File: config.mk
export PLATFORM = sky130hd
export DESIGN_NAME = robo_ctrl
export DESIGN_NICKNAME = d
export VERILOG_FILES = /design/src/rtl/robo_pkg.sv /design/src/rtl/robo_cmd_timer.sv /design/src/rtl/robo_ctrl.sv
export SDC_FILE = /design/constraint.sdc
export NUM_CORES = 1
export LEC_CHECK = 0
export ABC_AREA = 1
export BUFFER_PORTS_ARGS = -buffer_cell sky130_fd_sc_hd__buf_2
export CAP_MARGIN = 20
export CELL_PAD_IN_SITES_DETAIL_PLACEMENT = 0
export CELL_PAD_IN_SITES_GLOBAL_PLACEMENT = 1
export CORE_MARGIN = 1.5
export CORE_UTILIZATION = 44
export CTS_CLUSTER_DIAMETER = 200
export DETAILED_ROUTE_END_ITERATION = 8
export PLACE_DENSITY_LB_ADDON = 0.05
export SLEW_MARGIN = 10
export SYNTH_ARGS = -nofsm -noshare
export SYNTH_HDL_FRONTEND = slang
export SYNTH_SLANG_ARGS = --single-unit
File: constraint.sdc
create_clock -name clock -period 4.4 [get_ports clock]
set_input_delay 0.22 -clock clock [delete_from_list [all_inputs] [get_ports clock]]
set_output_delay 0.22 -clock clock [all_outputs]
set_load 0.02 [all_outputs]
File: src/rtl/robo_pkg.sv
// rtl/robo_pkg.sv - shared state encoding, burst lengths and maze constants for robo_ctrl
package robo_pkg;

  typedef enum logic [3:0] {
    ST_IDLE,
    ST_SENSE,
    ST_FWD,
    ST_TURN_L,
    ST_TURN_R,
    ST_REMOVE,
    ST_WAIT,
    ST_DONE,
    ST_FAIL
  } state_e;

  localparam int unsigned REMOVE_CYCLES_DEF = 3;
  localparam int unsigned TURN_R_CYCLES     = 3;

  // Cell codes and headings used by the robot/maze model; headings listed in CCW order
  typedef enum logic [1:0] {CELL_FREE, CELL_WALL, CELL_BLACK, CELL_BARRIER} cell_e;
  typedef enum logic [1:0] {DIR_N, DIR_W, DIR_S, DIR_E} dir_e;

  function automatic dir_e rotate_ccw(input dir_e d);
    return dir_e'(2'(d + 2'd1));
  endfunction

  // The burst timer counts down to zero, so an N-cycle burst loads N-1
  function automatic logic [1:0] burst_load(input int unsigned cycles);
    return 2'(cycles - 1);
  endfunction

endpackage

File: src/rtl/robo_cmd_timer.sv
// rtl/robo_cmd_timer.sv - 2-bit down counter timing multi-cycle command bursts
module robo_cmd_timer (
  input  logic       clk_i,
  input  logic       rst_ni,
  input  logic       load_i,
  input  logic [1:0] load_val_i,
  output logic       zero_o
);

  logic [1:0] cnt_q, cnt_d;

  always_comb begin
    cnt_d = cnt_q;
    if (load_i) begin
      cnt_d = load_val_i;
    end else if (cnt_q != 2'd0) begin
      cnt_d = cnt_q - 2'd1;
    end
  end

  always_ff @(posedge clk_i or negedge rst_ni) begin
    if (!rst_ni) begin
      cnt_q <= 2'd0;
    end else begin
      cnt_q <= cnt_d;
    end
  end

  assign zero_o = (cnt_q == 2'd0);

endmodule

File: src/rtl/robo_ctrl.sv
// rtl/robo_ctrl.sv - left-hand wall-follower controller with registered robot commands
module robo_ctrl
  import robo_pkg::*;
#(
  parameter logic [15:0] MAX_STEPS     = 16'hFFFF,
  parameter int unsigned REMOVE_CYCLES = REMOVE_CYCLES_DEF
) (
  input  logic        clock,
  input  logic        reset,
  input  logic        start,
  input  logic        head_in,
  input  logic        left_in,
  input  logic        under_in,
  input  logic        barrier_in,
  output logic        avancar,
  output logic        girar,
  output logic        remover,
  output logic        busy,
  output logic        done,
  output logic        fail,
  output logic [15:0] step_count
);

  localparam logic [1:0] REMOVE_LOAD = burst_load(REMOVE_CYCLES);
  localparam logic [1:0] TURN_R_LOAD = burst_load(TURN_R_CYCLES);

  state_e      state_q;
  state_e      sense_next;
  logic        turned_left_q;
  logic [15:0] step_q;
  logic        avancar_q, girar_q, remover_q;
  logic        busy_q, done_q, fail_q;
  logic        timer_load, timer_zero;
  logic [1:0]  timer_val;

  always_comb begin
    sense_next = ST_TURN_R;
    if (under_in) begin
      sense_next = ST_DONE;
    end else if (!left_in && !turned_left_q) begin
      sense_next = ST_TURN_L;
    end else if (barrier_in) begin
      sense_next = ST_REMOVE;
    end else if (!head_in) begin
      sense_next = ST_FWD;
    end
  end

  // Timer is armed on the SENSE edge so the burst length counts from the first command cycle
  assign timer_load = (state_q == ST_SENSE) &&
                      ((sense_next == ST_TURN_R) || (sense_next == ST_REMOVE));
  assign timer_val  = (sense_next == ST_REMOVE) ? REMOVE_LOAD : TURN_R_LOAD;

  robo_cmd_timer u_timer (
    .clk_i      (clock),
    .rst_ni     (reset),
    .load_i     (timer_load),
    .load_val_i (timer_val),
    .zero_o     (timer_zero)
  );

  always_ff @(posedge clock or negedge reset) begin
    if (!reset) begin
      state_q       <= ST_IDLE;
      turned_left_q <= 1'b0;
      step_q        <= 16'd0;
      avancar_q     <= 1'b0;
      girar_q       <= 1'b0;
      remover_q     <= 1'b0;
      busy_q        <= 1'b0;
      done_q        <= 1'b0;
      fail_q        <= 1'b0;
    end else begin
      avancar_q <= 1'b0;
      girar_q   <= 1'b0;
      remover_q <= 1'b0;
      case (state_q)
        ST_IDLE, ST_DONE, ST_FAIL: begin
          if (start) begin
            state_q       <= ST_SENSE;
            busy_q        <= 1'b1;
            done_q        <= 1'b0;
            fail_q        <= 1'b0;
            step_q        <= 16'd0;
            turned_left_q <= 1'b0;
          end
        end
        ST_SENSE: begin
          state_q <= sense_next;
          case (sense_next)
            ST_DONE: begin
              done_q <= 1'b1;
              busy_q <= 1'b0;
            end
            ST_TURN_L: begin
              girar_q       <= 1'b1;
              turned_left_q <= 1'b1;
            end
            ST_REMOVE: remover_q <= 1'b1;
            ST_FWD: begin
              avancar_q     <= 1'b1;
              turned_left_q <= 1'b0;
              if (step_q != 16'hFFFF) step_q <= step_q + 16'd1;
            end
            default: begin
              girar_q       <= 1'b1;
              turned_left_q <= 1'b0;
            end
          endcase
        end
        ST_FWD: begin
          if (step_q >= MAX_STEPS) begin
            state_q <= ST_FAIL;
            fail_q  <= 1'b1;
            busy_q  <= 1'b0;
          end else begin
            state_q <= ST_WAIT;
          end
        end
        ST_TURN_L: state_q <= ST_WAIT;
        ST_TURN_R: begin
          if (timer_zero) state_q <= ST_WAIT;
          else            girar_q <= 1'b1;
        end
        ST_REMOVE: begin
          if (timer_zero) state_q   <= ST_WAIT;
          else            remover_q <= 1'b1;
        end
        ST_WAIT: state_q <= ST_SENSE;
        default: begin
          state_q <= ST_IDLE;
          busy_q  <= 1'b0;
        end
      endcase
    end
  end

  assign avancar    = avancar_q;
  assign girar      = girar_q;
  assign remover    = remover_q;
  assign busy       = busy_q;
  assign done       = done_q;
  assign fail       = fail_q;
  assign step_count = step_q;

endmodule

==> flow_summary_export.csv <==
group,metric,value,unit
floorplan,die_h,68.6,um
placed_design,dp_slack,2.67,ns
critical_path,worstRegToRegCells,9,
routing,drt-total-wl,4400,um
routing,via_count,1681,
routing,maxUsedRoutingLayer,"met4",
logic_synthesis,yosysTopAreaCell,"dfrtp_1",
finish,regArea,726,um2
clock_network,cts.htree.levels,2,
global_route,grt-ovfl-total,0,
finish,fin_cells,338,
flow_run,max_cap_violations,0,
logic_synthesis,mappedNetlistNets,263,
logic_synthesis,ys_warn_count,0,
logic_synthesis,ys_types,29,
timing,max_freq,579,MHz
timing,slew_headroom,0.564,
routing,drt_pass1_iterations,4,
timing,finalSetupViolCount,0,
logic_synthesis,syn_area,0.00189,mm2
routing,drc,0,
floorplan,die_area,0.00471,mm2
logic_synthesis,syn_inst,254,
finish,drive_gt1_frac,0.250,
global_route,grt_max_degree,30,
timing,drv_slew,0,
routing,drt_iter0_drc,125,
critical_path,path_max_fanout,21,
logic_synthesis,synth_top_area_frac,0.383,
global_route,grt.total_usage,0.216,
floorplan,fp.dieW,68.6,um
worst_hold_path,whs_path_depth,2,
timing,tns,0,ns
clock_network,post_cts_buffers,0,
clock_network,clk_latency,0.28,ns
critical_path,reg2reg_from,"step_count[0]",
power_and_ir_drop,peakVddDrop,255,uV
routing,drtAntennaViolNets,0,
logic_synthesis,synth.area.top_cells,"dfrtp_1 38%, nand2_1 14%, nand3_1 5.8%",
timing,finalHoldViolCount,0,
logic_synthesis,synth_area_per_cell,7.46,um2
placed_design,dp_hpwl,3320,um
critical_path,start_kind,"register",
placed_design,portBuffers,28,
global_route,grt_pass1_vias,1590,
floorplan,io_pins,29,
routing,wl_met3,135,um
timing,worst_pin_slew,0.654,ns
critical_path,r2r_end,"step_count[12]",
timing,worst_slack,2.67,ns
clock_network,post_cts_resized,0,
clock_network,postCtsHoldBufs,1,
clock_network,clkSinkCount,29,
finish,n_antenna_cell,0,
routing,routedLengthMet1,1960,um
floorplan,fp-row-count,23,
placed_design,dp.cells,329,
critical_path,cp.arrival,1.94,ns
routing,routed-wl-met2,2250,um
logic_synthesis,synth_xor_area_frac,0.0370,
global_route,grt_pass1_wl,7410,um
finish,syn2layout_area_growth,13.7,%
floorplan,initial_core_util,0.467,
logic_synthesis,synth-seq-area-share,0.383,
timing,grt_setup_unrepaired,"false",
floorplan,core,0.00406,mm2
logic_synthesis,synth_top_family_by_area,"simple AND/OR/NAND/NOR gates",
critical_path,critPathKind,"register to register",
clock_network,cts_root_buffer,"clkbuf_8",
logic_synthesis,synth_compound_area_frac,0.0951,
finish,fillers,411,
worst_hold_path,hp-class,"input pin to register",
global_route,antenna_found_initial,0,
timing,period_needed,1.73,ns
worst_hold_path,worstHoldStart,"start",
clock_network,tritoncts,"done",
timing,fin_crit_sh,0.392,
critical_path,end_kind,"register",
logic_synthesis,yosys.area_share.adder,0.0132,
critical_path,reg2reg_setup_slack,2.67,ns
worst_hold_path,worstHoldEndpoint,"done",
outcome,status,"finished clean",
logic_synthesis,ys_seq_elements,29,
timing,finalClockSkew,0.00883,ns
finish,final_nets,296,
clock_network,cts_made_buffers,5,
placed_design,place.gp.congestion,0.849,
logic_synthesis,post_synth_mux_area_share,0,
routing,post_drt_wl_per_cell,13.0,um
routing,viasPerCell,4.97,
power_and_ir_drop,leakage,0.00109,uW
finish,multi_input_area,0.00101,mm2
critical_path,cp_data_required_time,4.61,ns
clock_network,clock_path_buffers,2,
clock_network,path_clk_slew,0.07,ns
logic_synthesis,yosys.area_share.simple,0.390,
power_and_ir_drop,powerDensity,467,mW/mm2
timing,hold_slack,0.157,ns
[through the flow]
step / instance area (um2) / power, uW / util
floorplan: 1890 / 730 / -
global placement: 2060 / 794 / 0.507
detailed placement: 2060 / 797 / 0.507
CTS: 2150 / 1020 / 0.531
global route: 2150 / 1100 / 0.531
finish: 2150 / 1010 / 0.531
[cells in the final DEF, fill, tap and decap left out, drive strengths merged]
cell type | netlist | final
nand2 | 88 | 88
nor2 | 36 | 36
inv | 30 | 30
dfrtp | 29 | 29
buf | 3 | 28
nand3 | 23 | 23
o21ai | 20 | 20
xor2 | 7 | 7
clkbuf | 0 | 5
nand4 | 4 | 4
a21oi | 4 | 4
nor3 | 2 | 2
o21bai | 2 | 2
ha | 2 | 2
clkinv | 0 | 2
o22ai | 1 | 1
o221ai | 1 | 1
nand3b | 1 | 1
xnor2 | 1 | 1
clkinvlp | 0 | 1
dlygate4sd3 | 0 | 1
[registers in the layout, indices dropped and copies added, names as in the netlist]
| register | count |
|---|---|
| step_count | 16 |
| state_q | 4 |
| u_timer.cnt_q | 2 |
| avancar | 1 |
| busy | 1 |
| done | 1 |
| fail | 1 |
| girar | 1 |
| remover | 1 |
| turned_left_q | 1 |
[layout make-up]
class | instances | area share
flip-flops and latches | 29 | 0.337
inverters | 30 | 0.0534
clock inverters | 3 | 0.00813
clock buffers | 5 | 0.0319
well taps | 50 | 0.0290
repair buffers | 29 | 0.0697
multi-input cells | 192 | 0.471
[synthesized netlist by cell type (all sizes together)]
master  number
nand3       23
nand4        4
dfrtp       29
buf          3
inv         30
o221ai       1
o22ai        1
nand3b       1
xor2         7
nor3         2
a21oi        4
nand2       88
o21bai       2
o21ai       20
xnor2        1
ha           2
nor2        36
[cells by family (layout without fill, tap and decap cells)]
kind of cell / count (synthesis) / in the layout
AND/OR/NAND/NOR: 154 / 154
buffers and inverters: 33 / 67
flip-flops: 29 / 29
AO/OA/AOI/OAI: 28 / 28
XOR/XNOR: 8 / 8
adder cells (fa/ha/maj): 2 / 2
[how the worst max path moves through the flow]
stage / from / end / cells past startpoint
6_report: step_count[0] / step_count[12] / 9
5_1_grt: step_count[0] / step_count[6] / 8
4_1_cts: state_q[3] / step_count[2] / 8
3_5_place_dp: step_count[0] / step_count[12] / 9
3_3_place_gp: state_q[3] / step_count[2] / 8
2_1_floorplan: step_count[0] / step_count[2] / 10
[power breakdown]
part	switching, uW	total [uW]	internal, uW	leakage [uW]
sequential	35.4	349	313	0.000390
clock	110	219	109	0.0000439
combinational	307	438	130	0.000654
[critical path, cell delays in order (launching register included)]
cell and delay, ns:
dfrtp_1 0.49, ha_1 0.25, nand2_2 0.09, nor2_4 0.14
nand2_4 0.09, nor2_4 0.11, nand2_2 0.06, nand3_4 0.23
nand2_1 0.11, o21ai_2 0.06
[layer usage]
layer,vias up,track usage
met1,772,0.256
li1,875,-
met3,4,0.0438
met5,-,0
met4,0,0.0950
met2,30,0.377
Note: power is estimated with default switching activity, not from simulation.
